## config.mk

```make
export PLATFORM = sky130hd
export DESIGN_NAME = fetch_unit_flat
export DESIGN_NICKNAME = d
export VERILOG_FILES = /design/src/rtl/fetch_unit_if.sv /design/src/rtl/fetch_unit.sv /design/src/flat_wrapper.sv
export SDC_FILE = /design/constraint.sdc
export NUM_CORES = 1
export LEC_CHECK = 0
export ABC_AREA = 0
export CAP_MARGIN = 5
export CORE_AREA = 4 4 114 116
export CTS_BUF_LIST = sky130_fd_sc_hd__clkbuf_8
export CTS_CLUSTER_SIZE = 25
export DETAILED_ROUTE_END_ITERATION = 12
export DIE_AREA = 0 0 118 120
export PLACE_DENSITY = 0.86
export SETUP_SLACK_MARGIN = 0.1
export SLEW_MARGIN = 10
export SYNTH_ARGS = -nofsm -noshare
export SYNTH_HDL_FRONTEND = slang
export SYNTH_SLANG_ARGS = --single-unit
```

## constraint.sdc

```tcl
create_clock -name clk -period 6.5 [get_ports clk]
set_clock_uncertainty 0.15 [all_clocks]
set_input_delay 0.975 -clock clk [delete_from_list [all_inputs] [get_ports clk]]
set_output_delay 0.975 -clock clk [all_outputs]
set_load 0.1 [all_outputs]
```

## src/rtl/fetch_unit_if.sv

```systemverilog
// rtl/fetch_unit_if.sv - instruction memory and IF/ID boundary bundle for fetch_unit
interface fetch_unit_if #(
   parameter int WORD_LENGTH   = 16,
   parameter int ADDRESS_SPACE = 21
);
   logic [ADDRESS_SPACE-1:0] MAR;
   logic [WORD_LENGTH-1:0]   MDR;
   logic                     stall;
   logic                     redirect_valid;
   logic [ADDRESS_SPACE-1:0] redirect_pc;
   logic                     if_id_valid;
   logic [2*WORD_LENGTH-1:0] if_id_instr;
   logic [ADDRESS_SPACE-1:0] if_id_pc;
   logic [ADDRESS_SPACE-1:0] if_id_pc_next;

   modport master (
      output MAR, if_id_valid, if_id_instr, if_id_pc, if_id_pc_next,
      input  MDR, stall, redirect_valid, redirect_pc
   );

   modport slave (
      input  MAR, if_id_valid, if_id_instr, if_id_pc, if_id_pc_next,
      output MDR, stall, redirect_valid, redirect_pc
   );
endinterface

```

## src/rtl/fetch_unit.sv

```systemverilog
// rtl/fetch_unit.sv - instruction fetch stage: boot vector load, PC, 1/2-word assembly
// Handles stall and branch redirect; redirect outranks stall.
module fetch_unit #(
   parameter int WORD_LENGTH   = 16,
   parameter int ADDRESS_SPACE = 21,
   parameter int LONG_BIT      = 15
) (
   input logic          clk,
   input logic          reset,
   fetch_unit_if.master bus
);
   localparam logic [1:0] BOOT0  = 2'd0;
   localparam logic [1:0] BOOT1  = 2'd1;
   localparam logic [1:0] FETCH1 = 2'd2;
   localparam logic [1:0] FETCH2 = 2'd3;

   logic [1:0]               state;
   logic [ADDRESS_SPACE-1:0] pc;
   logic [ADDRESS_SPACE-1:0] pc_inc;
   logic [4:0]               vec_hi;
   logic [WORD_LENGTH-1:0]   first_word;
   logic [ADDRESS_SPACE-1:0] first_pc;

   assign pc_inc = pc + ADDRESS_SPACE'(1);

   always_comb begin
      case (state)
         BOOT0:   bus.MAR = '0;
         BOOT1:   bus.MAR = ADDRESS_SPACE'(1);
         default: bus.MAR = pc;
      endcase
   end

   always_ff @(posedge clk or negedge reset) begin
      if (!reset) begin
         state             <= BOOT0;
         pc                <= '0;
         vec_hi            <= '0;
         first_word        <= '0;
         first_pc          <= '0;
         bus.if_id_valid   <= 1'b0;
         bus.if_id_instr   <= '0;
         bus.if_id_pc      <= '0;
         bus.if_id_pc_next <= '0;
      end else begin
         case (state)
            BOOT0: begin
               vec_hi <= bus.MDR[4:0];
               state  <= BOOT1;
            end
            BOOT1: begin
               // boot vector is {M[0][4:0], M[1]} fitted to the address width
               pc    <= ADDRESS_SPACE'({vec_hi, bus.MDR});
               state <= FETCH1;
            end
            FETCH1: begin
               if (bus.redirect_valid) begin
                  pc              <= bus.redirect_pc;
                  bus.if_id_valid <= 1'b0;
               end else if (!bus.stall) begin
                  pc <= pc_inc;
                  if (bus.MDR[LONG_BIT]) begin
                     first_word      <= bus.MDR;
                     first_pc        <= pc;
                     bus.if_id_valid <= 1'b0;
                     state           <= FETCH2;
                  end else begin
                     bus.if_id_instr   <= {bus.MDR, {WORD_LENGTH{1'b0}}};
                     bus.if_id_pc      <= pc;
                     bus.if_id_pc_next <= pc_inc;
                     bus.if_id_valid   <= 1'b1;
                  end
               end
            end
            default: begin
               // FETCH2: a redirect drops the half-assembled instruction
               if (bus.redirect_valid) begin
                  pc              <= bus.redirect_pc;
                  bus.if_id_valid <= 1'b0;
                  state           <= FETCH1;
               end else if (!bus.stall) begin
                  bus.if_id_instr   <= {first_word, bus.MDR};
                  bus.if_id_pc      <= first_pc;
                  bus.if_id_pc_next <= pc_inc;
                  bus.if_id_valid   <= 1'b1;
                  pc                <= pc_inc;
                  state             <= FETCH1;
               end
            end
         endcase
      end
   end
endmodule

```

## src/flat_wrapper.sv

```systemverilog
// flat-port wrapper written by rule: the top's interface ports become plain ports
module fetch_unit_flat 
#(
   parameter int WORD_LENGTH   = 16,
   parameter int ADDRESS_SPACE = 21,
   parameter int LONG_BIT      = 15
)
  (clk, reset, bus_MAR, bus_if_id_valid, bus_if_id_instr, bus_if_id_pc, bus_if_id_pc_next, bus_MDR, bus_stall, bus_redirect_valid, bus_redirect_pc);
  fetch_unit_if #(.WORD_LENGTH(WORD_LENGTH), .ADDRESS_SPACE(ADDRESS_SPACE)) bus_i ();
  input logic clk;
  input logic reset;
  output wire logic [$bits(bus_i.MAR)-1:0] bus_MAR;
  output wire logic [$bits(bus_i.if_id_valid)-1:0] bus_if_id_valid;
  output wire logic [$bits(bus_i.if_id_instr)-1:0] bus_if_id_instr;
  output wire logic [$bits(bus_i.if_id_pc)-1:0] bus_if_id_pc;
  output wire logic [$bits(bus_i.if_id_pc_next)-1:0] bus_if_id_pc_next;
  input wire logic [$bits(bus_i.MDR)-1:0] bus_MDR;
  input wire logic [$bits(bus_i.stall)-1:0] bus_stall;
  input wire logic [$bits(bus_i.redirect_valid)-1:0] bus_redirect_valid;
  input wire logic [$bits(bus_i.redirect_pc)-1:0] bus_redirect_pc;
  assign bus_MAR = bus_i.MAR;
  assign bus_if_id_valid = bus_i.if_id_valid;
  assign bus_if_id_instr = bus_i.if_id_instr;
  assign bus_if_id_pc = bus_i.if_id_pc;
  assign bus_if_id_pc_next = bus_i.if_id_pc_next;
  assign bus_i.MDR = bus_MDR;
  assign bus_i.stall = bus_stall;
  assign bus_i.redirect_valid = bus_redirect_valid;
  assign bus_i.redirect_pc = bus_redirect_pc;
  fetch_unit #(.WORD_LENGTH(WORD_LENGTH), .ADDRESS_SPACE(ADDRESS_SPACE), .LONG_BIT(LONG_BIT)) u_core (.clk(clk), .reset(reset), .bus(bus_i));
endmodule
```

# Word-level counts from Yosys, hierarchy flattened
# Cells that the tools add are included.
# totals
reg_bits	140
in_bits	41
elab_cells	63
# op_classes
addsub	1
eq_ne	9
muxes	33
n_bitwise	4
reduce_logical	7
# op_table
operator	count
$mux W21	11
$pmux W21 S2	4
$mux W32	5
$pmux W32 S2	1
$add A21 B1 Y21 const B	1
$reduce_and A4 Y1	3
$mux W2	5
$ne A2 B2 Y1 const B	4
$pmux W2 S3	1
$mux W1	5
$ne A4 B1 Y1 const B	1
$not A1 Y1	4
$reduce_and A2 Y1	2
$ne A3 B1 Y1 const B	1
$eq A2 B1 Y1 const B	1
$eq A2 B2 Y1 const B	1
$logic_not A2 Y1	1
$ne A2 B1 Y1 const B	1
$pmux W1 S2	1
$reduce_or A2 Y1	1

# Longest topological paths before layout
# logic_depth
word_depth	5
depth_mapped	7

# Least setup slack after synthesis
# OpenSTA, ideal clock, no wires.
# synth_path
kind	reg2out
startpoint	register u_core.state[1]
endpoint	output bus_MAR[10]
t_arrival_ns	2.152
required_ns	5.375
path_slack_ns	3.223
stages_incl_launch_ff	4
n_path_buf	1
cell_sequence	dfrtp_1 -> clkbuf_1 -> clkinv_1 -> nor2_1
# synth_between
elab_chain_cells	2
# synth_rtl
item	line_no	rtl
start, declared	fetch_unit.sv:17	logic [1:0] state;
start signal, assigned	fetch_unit.sv:36	state <= BOOT0;
start signal, assigned	fetch_unit.sv:49	state <= BOOT1;
start signal, assigned	fetch_unit.sv:54	state <= FETCH1;
$eq A2 B1 Y1 / $logic_not A2 Y1 (equally long branches)	fetch_unit.sv:27	case (state)
$pmux W21 S2 (*)	fetch_unit.sv:27	
end, declared	flat_wrapper.sv:12	output wire logic [$bits(bus_i.MAR)-1:0] bus_MAR;
# Every way passes the cells marked *; elsewhere a longest branch is shown, timed or not.

# Final worst setup path
# layout_path
startpoint	register u_core.state[1]
endpoint	output bus_MAR[0]
# The elaborated chain is that of the path after synthesis.

==> reports/results.txt <==
Vias in the first global route = 5989
Dominant cells by area after synthesis = dfrtp_1 52%, nand2_1 7.0%, o21ai_0 5.2%
Final setup margin = 2.40 ns
ANT nets after route = 0
Via/cell ratio = 6.12
Async SR Flop Fraction = 100%
DRC Markers = 0
Cell taking the most area after synthesis = dfrtp_1
Worst-path clk slew = 0.08 ns
Post-layout minimum cycle time = 4.10 ns
I/O Buffers = 136
Post-CTS setup buffer count = 0
Initial antenna violation count = 0
Average wire per standard cell = 19.8 microns
Hold_buf cts = 0
Max layer used = met4
Vias = 5845
Post-cts sizing count = 0
Met1 Wirelength = 7.63 mm
Met2 routed WL = 8.79 mm
First-pass GRT wire length = 31.0 mm
Max-slew violation count = 0
Yosys warning count = 0
Core area = 11900 sq um
Clk sinks = 140
Period utilization = 63.1%
Routed wl met3 = 1.74 mm
Final Wtd Congestion = 0.863
N_diodes = 0
CP arrival = 2.98 ns
Hold Crit Class = reg2reg
Top FF cell, synth = dfrtp_1
CP required = 5.37 ns
Chip height = 120 microns
Worst Setup Start Kind = register
Die X = 118 microns
Fin nets = 837
Syn_area_per_cell = 9.67 sq um
Synthesized area = 6680 sq um
Setup Slack @ Placement = 2.75 ns
Outcome = complete, no violations
Crit-path max FO = 38
Unrepaired setup endpoints after global routing = no
TritonCTS clock tree = built
Syn-to-layout area delta = 26.4%
Clock latency on the worst-skew pair = 0.45 ns
Placement Cell Area = 8030 sq um
Clock root buffer = clkbuf_8
Tot GR Track Use = 27.5%
Post-route cell area = 8440 sq um
Die area = 14200 sq um
Worst reg2reg setup slack = 3.56 ns
Max-Cap Viols = 0
HPWL reported at the end of detailed placement = 13.1 mm
Post-synth EDFFs = 0
CTS buffer count = 17
GRT Residual Overflow = 0
Setup TNS = 0 ns
Hold Vio Cnt, Final = 0
CP Class = reg2out
Io pins = 137
CTS Buffer Depth = 2
Flops & latches, synth = 140
Synth unique cells = 57
Post-synthesis sequential area ratio = 52.5%
Share of layout cells above drive strength 1 = 9.53%
Routed WL = 18.9 mm
Rows = 40
Largest net degree at the start of global routing = 96
Count of final setup violators = 0
Maximum clock rate = 244 MHz
CTS H-tree depth = 4
DR iter-0 viols = 726
Starting density of the core = 56.0%
DRT Pass-1 Iters = 6
Post-Synthesis Cells = 690
Slew @ Worst Pin = 1.16 ns
Critical path capture point type = output pin
Slew margin rel. = 22.7%
Yosys top cell area share = 52.5%
Post-synth net total = 732
## metrics by stage
step | instances | util [%] | hold slack [ns]
after floorplan | 690 | - | 0.284
after global placement | 923 | 67.4 | 0.298
after detailed placement | 923 | 67.4 | 0.303
after CTS | 955 | 70.8 | 0.325
after global routing | 955 | 70.8 | 0.343
final | 955 | 70.8 | 0.324
## kinds of logic (layout without fill, tap and decap cells)
kind of cell             Yosys count  count (layout)  synth area share (%)
AND/OR/NAND/NOR                  249             249                  17.4
multiplexers                      59              59                  9.39
adder cells (fa/ha/maj)            1               1                 0.187
buffers and inverters             72             190                  4.70
AO/OA/AOI/OAI                    156             156                  14.1
flip-flops                       140             140                  52.5
XOR/XNOR                          13              13                  1.71
## registers in the layout, summed over array words and instances (netlist names)
signal and cells:
u_core.bus.if_id_instr 32, u_core.bus.if_id_pc 21, u_core.bus.if_id_pc_next 21, u_core.first_pc 21, u_core.pc 21, u_core.first_word 16, u_core.vec_hi 5, u_core.state 2
u_core.bus.if_id_valid 1
## critical path, stage by stage (launching register included)
cell and delay, ns:
dfrtp_1 0.40, buf_4 0.26, nand2b_1 0.49, nand2_1 0.20
clkdlybuf4s50_1 1.17
## cells in the mapped netlist, types with 5 or more instances
cell      count
nor3_1        8
nand4_1      10
nand2_1     125
nand2b_1      6
mux2_2       29
nor4_1        9
buf_4         5
and2_1       14
inv_1        15
xnor2_1      11
o21ai_0      69
o22ai_1       9
nand3_1      25
mux2i_1      30
a31oi_1       9
nor2_1       31
clkbuf_1     34
a21oi_1      26
buf_1         7
dfrtp_1     140
a32oi_1       8
buf_2         7
o21a_1        5
## layout make-up
class / count / area [sq um]
Clock buffer: 17 / 234
Tap cell: 147 / 184
Timing Repair Buffer: 142 / 1410
Inverter: 16 / 60.1
Clock inverter: 15 / 174
Fill cell: 908 / 3480
Sequential cell: 140 / 3500
Multi-Input combinational cell: 478 / 2870
## final timing paths
kind | to | from | cells after the start
max | bus_MAR[0] | u_core.state[1]$_DFFE_PN0P_ | 4
min | u_core.first_word[15]$_DFFE_PN0P_ | u_core.first_word[15]$_DFFE_PN0P_ | 1
max reg2reg | u_core.bus.if_id_pc_next[17]$_DFFE_PN0P_ | u_core.state[1]$_DFFE_PN0P_ | 5
min reg2reg | u_core.first_word[15]$_DFFE_PN0P_ | u_core.first_word[15]$_DFFE_PN0P_ | 1
max in group asynchronous | u_core.bus.if_id_pc_next[3]$_DFFE_PN0P_ | reset | 2
min in group asynchronous | u_core.bus.if_id_instr[26]$_DFFE_PN0P_ | reset | 1
## metal layers
layer / track usage, % / vias to the layer above
met5: 0 / -
met4: 11.6 / 0
met3: 7.49 / 67
met2: 43.9 / 363
met1: 35.4 / 2791
li1: - / 2624
## layout by cell type (no fill, tap or decap), types with 5 or more instances in the layout
cell,instances
xnor2_1,11
mux2i_1,30
nor3_1,8
a21oi_1,26
nand3_1,25
nor4_1,9
nand2b_1,5
nand2_1,125
o21ai_0,69
and2_1,14
o21a_1,5
o22ai_1,9
nand4_1,10
mux2_2,29
a31oi_1,9
clkdlybuf4s50_1,135
clkbuf_8,17
a32oi_1,8
clkinv_2,5
nor2_1,31
inv_1,15
buf_4,6
dfrtp_1,140
Power is left out: the tool's default activity adds up to more than one toggle a clock period on the data nets, which glitch-free logic cannot reach.
